<file path="config.mk">
export PLATFORM = sky130hd
export DESIGN_NAME = serial_word_fifo
export DESIGN_NICKNAME = d
export VERILOG_FILES = /design/src/rtl/serial_word_fifo.sv
export SDC_FILE = /design/constraint.sdc
export NUM_CORES = 1
export LEC_CHECK = 0
export CELL_PAD_IN_SITES_DETAIL_PLACEMENT = 1
export CELL_PAD_IN_SITES_GLOBAL_PLACEMENT = 1
export CORE_AREA = 3 3 279 281
export DETAILED_ROUTE_END_ITERATION = 16
export DIE_AREA = 0 0 282 284
export PLACE_DENSITY_LB_ADDON = 0.08
export SETUP_SLACK_MARGIN = 0.15
export SLEW_MARGIN = 20
export SYNTH_ARGS = -nofsm -noshare
export SYNTH_HDL_FRONTEND = slang
export SYNTH_SLANG_ARGS = --single-unit
</file>
<file path="constraint.sdc">
create_clock -name clk -period 6.3 [get_ports clk]
set_clock_uncertainty 0.05 [all_clocks]
set_input_delay 0.63 -clock clk [delete_from_list [all_inputs] [get_ports clk]]
set_output_delay 0.63 -clock clk [all_outputs]
set_load 0.05 [all_outputs]
</file>
<file path="src/rtl/serial_word_fifo.sv">
// Serial-to-parallel word capture feeding a FIFO. All state lives in the clk
// domain; ser_clk, ser_data and rd_strobe are synchronised and edge-detected here.
module serial_word_fifo #(
    parameter int WORD_W      = 16,
    parameter int ADDR_W      = 6,
    parameter int IRQ_THRESH  = 1,
    parameter int MSB_FIRST   = 0,
    parameter int SYNC_STAGES = 2
) (
    input  logic              clk,
    input  logic              rst,
    input  logic              ser_clk,
    input  logic              ser_data,
    input  logic              enable,
    input  logic              rd_strobe,
    input  logic              clr_flags,
    output logic [WORD_W-1:0] data,
    output logic [ADDR_W:0]   level,
    output logic              empty,
    output logic              full,
    output logic              irq,
    output logic              overflow,
    output logic              underflow
);

    localparam int                CNT_W    = $clog2(WORD_W);
    localparam logic [CNT_W-1:0]  LAST_BIT = CNT_W'(WORD_W - 1);
    localparam logic [ADDR_W:0]   DEPTH    = {1'b1, {ADDR_W{1'b0}}};
    localparam logic [ADDR_W:0]   THRESH   = (ADDR_W + 1)'(IRQ_THRESH);

    logic [SYNC_STAGES-1:0] sclk_sync_q, sdat_sync_q, rd_sync_q;
    logic                   sclk_prev_q, rd_prev_q;

    logic [WORD_W-1:0] shift_q, shift_d;
    logic [CNT_W-1:0]  cnt_q, cnt_d;
    logic [ADDR_W-1:0] wptr_q, wptr_d, rptr_q, rptr_d;
    logic [ADDR_W:0]   level_q, level_d;
    logic [WORD_W-1:0] data_q;
    logic              irq_q, irq_d;
    logic              overflow_q, overflow_d, underflow_q, underflow_d;

    logic [WORD_W-1:0] mem [2**ADDR_W];

    logic bit_evt, rd_evt, sdat;
    logic word_done, wr_ok, pop_ok;

    // Data rides a chain as deep as the clock chain so each bit stays aligned with its edge.
    assign bit_evt = sclk_sync_q[SYNC_STAGES-1] & ~sclk_prev_q;
    assign rd_evt  = rd_sync_q[SYNC_STAGES-1] & ~rd_prev_q;
    assign sdat    = sdat_sync_q[SYNC_STAGES-1];

    assign empty = (level_q == '0);
    assign full  = (level_q == DEPTH);

    always_comb begin
        // NOTE: every combinational output gets a default first so no latch is inferred.
        shift_d     = shift_q;
        cnt_d       = cnt_q;
        word_done   = 1'b0;
        wptr_d      = wptr_q;
        rptr_d      = rptr_q;
        level_d     = level_q;

        if (!enable) begin
            shift_d = '0;
            cnt_d   = '0;
        end else if (bit_evt) begin
            if (MSB_FIRST != 0) shift_d = {shift_q[WORD_W-2:0], sdat};
            else                shift_d = {sdat, shift_q[WORD_W-1:1]};
            if (cnt_q == LAST_BIT) begin
                cnt_d     = '0;
                word_done = 1'b1;
            end else begin
                cnt_d = cnt_q + CNT_W'(1);
            end
        end

        // A pop on a full FIFO frees the slot the completing word needs.
        pop_ok = rd_evt & ~empty;
        wr_ok  = word_done & (~full | pop_ok);

        if (wr_ok)  wptr_d = wptr_q + ADDR_W'(1);
        if (pop_ok) rptr_d = rptr_q + ADDR_W'(1);

        case ({wr_ok, pop_ok})
            2'b10:   level_d = level_q + (ADDR_W + 1)'(1);
            2'b01:   level_d = level_q - (ADDR_W + 1)'(1);
            default: level_d = level_q;
        endcase

        irq_d       = (level_d >= THRESH);
        overflow_d  = (overflow_q & ~clr_flags) | (word_done & ~wr_ok);
        underflow_d = (underflow_q & ~clr_flags) | (rd_evt & empty);
    end

    always_ff @(posedge clk or posedge rst) begin
        if (rst) begin
            sclk_sync_q <= '0;
            sdat_sync_q <= '0;
            rd_sync_q   <= '0;
            sclk_prev_q <= 1'b0;
            rd_prev_q   <= 1'b0;
            shift_q     <= '0;
            cnt_q       <= '0;
            wptr_q      <= '0;
            rptr_q      <= '0;
            level_q     <= '0;
            data_q      <= '0;
            irq_q       <= 1'b0;
            overflow_q  <= 1'b0;
            underflow_q <= 1'b0;
        end else begin
            // NOTE: non-blocking assignments so every flop samples pre-edge values.
            sclk_sync_q <= {sclk_sync_q[SYNC_STAGES-2:0], ser_clk};
            sdat_sync_q <= {sdat_sync_q[SYNC_STAGES-2:0], ser_data};
            rd_sync_q   <= {rd_sync_q[SYNC_STAGES-2:0], rd_strobe};
            sclk_prev_q <= sclk_sync_q[SYNC_STAGES-1];
            rd_prev_q   <= rd_sync_q[SYNC_STAGES-1];
            shift_q     <= shift_d;
            cnt_q       <= cnt_d;
            wptr_q      <= wptr_d;
            rptr_q      <= rptr_d;
            level_q     <= level_d;
            irq_q       <= irq_d;
            overflow_q  <= overflow_d;
            underflow_q <= underflow_d;
            if (pop_ok) data_q <= mem[rptr_q];
        end
    end

    // NOTE: the storage array has no reset; occupancy is tracked by pointers and level.
    always_ff @(posedge clk) begin
        if (wr_ok) mem[wptr_q] <= shift_d;
    end

    assign data      = data_q;
    assign level     = level_q;
    assign irq       = irq_q;
    assign overflow  = overflow_q;
    assign underflow = underflow_q;

endmodule

</file>
==> reports/qor.yml, run 1 <==
status:
  outcome: "completed"
cells_and_area:
  flow.area_growth_from_synthesis_pct: 14.1
  post_route_cells_drive_above_1_share_pct: 23.1
  final_nets: 2213
  fillers: 6123
  layout.cell_area.non_filler_um2: 48000
worst_setup_path:
  ff2ff_path_depth: 8
  worst-path-max-fanout: 21
  worst_setup_path_type: "input pin to flop"
  timing.critical_path.to_type: "flop"
  worst-endpoint-required_ns: 6.61
  worst_r2r_endpoint: "mem[34][1]"
  critical_path_data_arrival_time_ns: 4.34
  timing.critical_path.from_type: "input pin"
  rrSetupSlack_ns: 2.31
  reg2reg_from: "cnt_q[0]"
logic_synthesis:
  yosysWarnings: 0
  fraction_of_registers_with_async_set_reset_pct: 6.06
  synth.yosys.seq_area_share_pct: 77.0
  synthesis.area_um2: 42100
  synth_nets: 2067
  postSynthAreaPerCell_um2: 20.5
  ys_types: 49
  fraction_of_the_mapped_netlist_area_in_adder_cells_pct: 0.285
  combinational_family_with_the_most_area_after_synthesis: "multiplexers"
  postSynthCellCount: 2051
  synthFlopType: "sky130_fd_sc_hd__edfxtp_1"
  synth.area.mux_share_pct: 15.2
  edff_count_synth: 1024
  synth_xor_xnor_area_share_pct: 0.333
  synth_simple_gate_area_share_pct: 2.32
  ys_ff_latch: 1090
  synth_compound_gate_area_share_pct: 3.64
clocking:
  worst_setup_hold_path_clk_slew_ns: 0.06
  clock_latency_ns: 0.67
  post_cts_hold_buffer_count: 0
  tritoncts_clock_tree: "yes"
  htree_num_levels: 3
  clock_path_buffers: 3
  clk_sinks: 1090
  post-cts-setup-buffers: 0
  inserted_clock_buffers: 110
  post_cts_resize_count: 0
  cts_root_buffer: "sky130_fd_sc_hd__clkbuf_16"
sta:
  slew_viol_final: 0
  final.setup.tns_ns: 0
  tightest_slew_ns: 1.13
  finalSetupViolCount: 0
  finalCritPeriodShare_pct: 64.0
  timing_hold_violations_final: 0
  setup_repair_after_global_routing_missed_its_margin: "false"
  max_freq_ghz: 0.248
  max_slew_margin_pct: 24.5
  final.min_clock_period_ns: 4.03
detailed_routing:
  drt_wl_total_um: 107000
  number_of_vias_per_cell_after_detailed_routing: 6.38
  routed_wire_length_per_instance_um: 32.6
  drt_iter0_markers: 2572
  total_vias_in_the_final_route: 20900
  drtAntennaViolNets: 0
  drt_first_pass_iters: 5
  detail_route.drc_violations: 0
global_routing:
  globalRouteOverflowTotal: 0
  grt_max_degree: 68
  global_route_wire_length_before_repair_um: 155000
  first_global_vias: 21800
  grt_util_all_layers_pct: 27.2
  antenna_found_initial: 1
place:
  placedInstanceArea_um2: 44300
  gp_routability_congestion: 0.842
  portBuffers: 34
  dp_hpwl_um: 64400
floorplan:
  chipWidth_um: 282
  coreArea_um2: 75700
  die_area_um2: 80100
  start_util_pct: 55.6
  fp-row-count: 101
  ioPinCount: 35
  floorplan_die_height_um: 284
job:
  max_cap_viols: 0
min_path:
  min_path_type: "input pin to async pin"
power:
  design_power_total_mw: 19.5
  power_density_nw_per_um2: 406
  ir_worst_vdd_mv: 0.297
  static_leakage_nw: 16.0
==> worst max-delay path, stage by stage <==
cell and delay, ns:
sky130_fd_sc_hd__clkdlybuf4s50_1 0.45, sky130_fd_sc_hd__buf_4 0.24, sky130_fd_sc_hd__nand4_1 0.16, sky130_fd_sc_hd__or2_2 0.31, sky130_fd_sc_hd__a31oi_1 0.63, sky130_fd_sc_hd__nor2b_1 0.36, sky130_fd_sc_hd__nand2_1 0.50, sky130_fd_sc_hd__nor2_1 0.70
sky130_fd_sc_hd__buf_4 0.32
==> where the power goes <==
group	internal, mW	total (mW)	switching (mW)
Combinational	2.07	4.78	2.71
Clock	3.78	6.49	2.71
Sequential	7.91	8.21	0.300
Total	13.8	19.5	5.72
==> through the flow <==
stage          hold slack [ns]  std cells  util (%)  setup slack, ns
6_report                 0.219       3272      63.4             2.27
5_1_grt                  0.233       3271      63.4             2.05
4_1_cts                  0.198       3268      63.3             2.32
3_5_place_dp             0.292       3060      58.6             1.64
3_3_place_gp             0.283       3057      58.4             1.80
2_1_floorplan            0.281       2051         -             1.75
==> kinds of logic after synthesis <==
family	after synthesis
multiplexers	377
buffers and inverters	121
AO/OA/AOI/OAI	216
adder cells (fa/ha/maj)	9
XOR/XNOR	16
AND/OR/NAND/NOR	222
flip-flops	1090
==> placed cells by master, fill, tap and decap left out, types with 6 or more instances in the layout <==
cell type / n
sky130_fd_sc_hd__clkdlybuf4s50_1: 34
sky130_fd_sc_hd__clkinv_2: 24
sky130_fd_sc_hd__inv_1: 6
sky130_fd_sc_hd__ha_1: 8
sky130_fd_sc_hd__xnor2_1: 11
sky130_fd_sc_hd__o221ai_1: 16
sky130_fd_sc_hd__clkinvlp_4: 6
sky130_fd_sc_hd__mux4_2: 208
sky130_fd_sc_hd__a32oi_1: 14
sky130_fd_sc_hd__nor2b_1: 8
sky130_fd_sc_hd__nor2_1: 78
sky130_fd_sc_hd__dfrtp_1: 62
sky130_fd_sc_hd__o21ai_0: 24
sky130_fd_sc_hd__clkbuf_1: 23
sky130_fd_sc_hd__mux2i_1: 159
sky130_fd_sc_hd__nand2_1: 87
sky130_fd_sc_hd__a22oi_1: 42
sky130_fd_sc_hd__buf_4: 103
sky130_fd_sc_hd__bufinv_16: 11
sky130_fd_sc_hd__a21boi_4: 16
sky130_fd_sc_hd__o22ai_1: 32
sky130_fd_sc_hd__mux2_2: 10
sky130_fd_sc_hd__clkinv_1: 21
sky130_fd_sc_hd__nand3_1: 20
sky130_fd_sc_hd__a21oi_1: 18
sky130_fd_sc_hd__edfxtp_1: 1024
sky130_fd_sc_hd__a211oi_1: 34
sky130_fd_sc_hd__clkbuf_16: 113
==> layer usage <==
layer	vias to the layer above	wire (um)	GRT usage (%)
met3	150	6440	3.69
met4	0	2980	7.73
met1	11200	43900	38.9
li1	8786	-	-
met2	748	53300	44.4
met5	-	0	0
==> Yosys cell counts (14+ instances only) <==
library cell	count	share of area (%)
sky130_fd_sc_hd__edfxtp_1	1024	73
sky130_fd_sc_hd__mux4_2	208	11
sky130_fd_sc_hd__mux2i_1	159	3.8
sky130_fd_sc_hd__nand2_1	87	0.78
sky130_fd_sc_hd__nor2_1	79	0.70
sky130_fd_sc_hd__dfrtp_1	66	3.9
sky130_fd_sc_hd__clkbuf_1	51	0.45
sky130_fd_sc_hd__a22oi_1	42	0.75
sky130_fd_sc_hd__buf_2	36	0.43
sky130_fd_sc_hd__a211oi_1	34	0.61
sky130_fd_sc_hd__o22ai_1	32	0.48
sky130_fd_sc_hd__o21ai_0	24	0.29
sky130_fd_sc_hd__nand3_1	21	0.25
sky130_fd_sc_hd__a21boi_0	19	0.34
sky130_fd_sc_hd__a21oi_1	18	0.21
sky130_fd_sc_hd__buf_1	17	0.15
sky130_fd_sc_hd__o221ai_1	16	0.33
sky130_fd_sc_hd__a32oi_1	14	0.29
==> sequential cells by signal, indices dropped and copies added, names as in the netlist <==
| register | cells |
|---|---|
| cnt_q | 4 |
| shift_q | 16 |
| rptr_q | 6 |
| overflow | 1 |
| rd_prev_q | 1 |
| sdat_sync_q | 2 |
| irq | 1 |
| level | 7 |
| wptr_q | 6 |
| data | 16 |
| rd_sync_q | 2 |
| underflow | 1 |
| mem | 1024 |
| sclk_sync_q | 2 |
| sclk_prev_q | 1 |
==> worst max-delay path by stage <==
| stage | start | to | cells after the start |
|---|---|---|---|
| CTS | enable | mem[50][3] | 9 |
| global route | enable | mem[34][3] | 9 |
| detailed placement | enable | mem[34][1] | 9 |
| floorplan | sclk_sync_q[1] | mem[0][10] | 5 |
| global placement | enable | mem[11][12] | 9 |
| finish | enable | mem[34][1] | 9 |
==> area by class of cell <==
type | count | area [um2] | area share, %
Sequential cell | 1090 | 32400 | 67.5
Multi-Input combinational cell | 840 | 9370 | 19.5
Clock buffer | 140 | 2970 | 6.18
Timing Repair Buffer | 148 | 1370 | 2.85
Tap cell | 978 | 1220 | 2.55
Clock inverter | 68 | 649 | 1.35
Inverter | 7 | 26.3 | 0.0547
Antenna cell | 1 | 2.50 | 0.00521
No activity file was read; power rests on OpenSTA's default activity.
==> run 2, diff against run 1 <==
==> constraint.sdc (replaced) <==
create_clock -name clk -period 3.8 [get_ports clk]
set_clock_uncertainty 0.05 [all_clocks]
set_input_delay 0.38 -clock clk [delete_from_list [all_inputs] [get_ports clk]]
set_output_delay 0.38 -clock clk [all_outputs]
set_load 0.05 [all_outputs]
==> reports/qor.yml, run 2 (synthesized netlist as in run 1, its figures left out) <==
min_path:
  worstHoldPathCells: 1
  holdPathEnd: "sdat_sync_q[0]"
  min_path_type: "input pin to flop"
  min_from: "ser_data"
floorplan:
  floorplan_die_height_um: 284
  start_util_pct: 55.6
  coreArea_um2: 75700
  fp-row-count: 101
  ioPinCount: 35
  chipWidth_um: 282
  die_area_um2: 80100
place:
  gp_routability_congestion: 0.852
  dp_hpwl_um: 64000
  portBuffers: 34
clocking:
  htree_num_levels: 3
  worst_setup_hold_path_clk_slew_ns: 0.06
  inserted_clock_buffers: 109
  clock_latency_ns: 0.67
  clk_sinks: 1090
  cts_root_buffer: "sky130_fd_sc_hd__clkbuf_16"
  clock_path_buffers: 3
  post-cts-setup-buffers: 0
  post_cts_hold_buffer_count: 0
  tritoncts_clock_tree: "yes"
power:
  ir_worst_vdd_mv: 0.527
  power_density_nw_per_um2: 669
  power.share.combinational_pct: 25.5
  switching_share_pct: 29.5
  clockPowerShare_pct: 32.8
  static_leakage_nw: 16.2
  design_power_total_mw: 32.3
  share_seq_of_total_power_pct: 41.8
  power.net_switching_mw: 9.55
  internal_power_mw: 22.8
sta:
  timing_hold_violations_final: 0
  finalCritPeriodShare_pct: 92.4
  setup_repair_after_global_routing_missed_its_margin: "false"
  finalSetupViolCount: 0
  final.min_clock_period_ns: 3.51
  tightest_slew_ns: 1.11
  max_freq_ghz: 0.285
  slew_viol_final: 0
  max_slew_margin_pct: 25.9
  final.setup.tns_ns: 0
detailed_routing:
  drt_first_pass_iters: 5
  drt_iter0_markers: 2433
  total_vias_in_the_final_route: 21000
  number_of_vias_per_cell_after_detailed_routing: 6.37
  detail_route.drc_violations: 0
  drtAntennaViolNets: 0
  drt_wl_total_um: 106000
  routed_wire_length_per_instance_um: 32.2
global_routing:
  grt_util_all_layers_pct: 27.2
  global_route_wire_length_before_repair_um: 156000
  grt_max_degree: 66
  antenna_found_initial: 2
  globalRouteOverflowTotal: 0
  first_global_vias: 22400
status:
  outcome: "completed"
job:
  max_cap_viols: 0
cells_and_area:
  highest_count_cells_in_the_layout_ignoring_fill_and_taps: "sky130_fd_sc_hd__edfxtp_1, sky130_fd_sc_hd__mux4_2, sky130_fd_sc_hd__mux2i_1"
  final_nets: 2242
  flow.area_growth_from_synthesis_pct: 14.8
  max_flop_register: "mem"
  post_route_cells_drive_above_1_share_pct: 24.2
  layout_commonest_cell: "sky130_fd_sc_hd__edfxtp_1"
  antenna-diode-count: 0
  largest_register_ffs: 1024
  fillers: 6058
worst_setup_path:
  timing.critical_path.from_type: "flop"
  reg2reg_from: "level[3]"
  worst_r2r_endpoint: "irq"
  worst-path-max-fanout: 5
  ff2ff_path_depth: 10
  timing.critical_path.to_type: "primary output"
  rrSetupSlack_ns: 0.30
  cp-startpoint: "level[3]"
  worst-endpoint-required_ns: 3.37
  critical_path_data_arrival_time_ns: 3.08
  worst_setup_path_type: "flop to primary output"
run 2: changes by cell type in the layout (fill, tap and decap cells not counted), moves of 3 or more:
cell,delta
sky130_fd_sc_hd__buf_4,+16
sky130_fd_sc_hd__clkinv_2,-3
sky130_fd_sc_hd__inv_6,+3
sky130_fd_sc_hd__buf_16,-3
sky130_fd_sc_hd__buf_12,+18
sky130_fd_sc_hd__clkinvlp_4,+6
run 2: how the worst max path moves through the flow:
stage / end / slack, ns / cells past startpoint
after floorplan: irq / 0.25 / 10
after CTS: irq / 0.17 / 10
final: full / 0.29 / 4
after global routing: irq / 0.14 / 10
after detailed placement: mem[34][2] / 0.13 / 9
after global placement: mem[34][15] / 0.27 / 9
run 2: power by group through the flow:
stage | clock network (mW) | registers, mW | logic (mW)
after floorplan | 0 | 13.9 | 5.40
after global placement | 0 | 13.7 | 8.13
after detailed placement | 0 | 13.7 | 8.26
after CTS | 10.8 | 13.5 | 8.32
after global routing | 11.3 | 13.5 | 8.72
final | 10.6 | 13.5 | 8.23
run 2: per-layer routing:
| metal | track usage (%) | vias to the layer above | wire length [um] |
|---|---|---|---|
| met3 | 3.93 | 158 | 6650 |
| li1 | - | 8831 | - |
| met4 | 8.93 | 0 | 3320 |
| met5 | 0 | - | 0 |
| met2 | 43.7 | 778 | 52100 |
| met1 | 39.0 | 11300 | 44200 |
run 2: critical path: stages (launching register included):
cell and delay, ns:
sky130_fd_sc_hd__dfrtp_1 0.41, sky130_fd_sc_hd__or4_4 0.58, sky130_fd_sc_hd__or3_1 0.42, sky130_fd_sc_hd__nor2_1 0.18, sky130_fd_sc_hd__clkdlybuf4s50_1 0.83
run 2: what timing repair did:
item	CTS	global route
setup endpoints to repair	0	19
endpoints found under the hold margin	0	0
gates resized for setup	0	6
run 2: stage by stage:
step           hold WS, ns  instance area [um2]  worst slack, ns  std cells  utilization (%)
2_1_floorplan        0.281                42100            0.253       2051                -
3_3_place_gp         0.286                44700            0.268       3091             59.1
3_5_place_dp         0.289                44700            0.134       3091             59.1
4_1_cts             0.0648                48300            0.171       3298             63.7
5_1_grt             0.0987                48300            0.140       3300             63.8
6_report             0.107                48300            0.289       3300             63.8
run 2: final cells by class:
class	count	area, um2	area share [%]
inverter	7	26.3	0.0544
clock buffer	135	2910	6.02
timing repair buffer	178	1750	3.62
multi-input combinational	840	9380	19.4
sequential	1090	32400	67.1
tap	978	1220	2.53
clock inverter	72	626	1.29
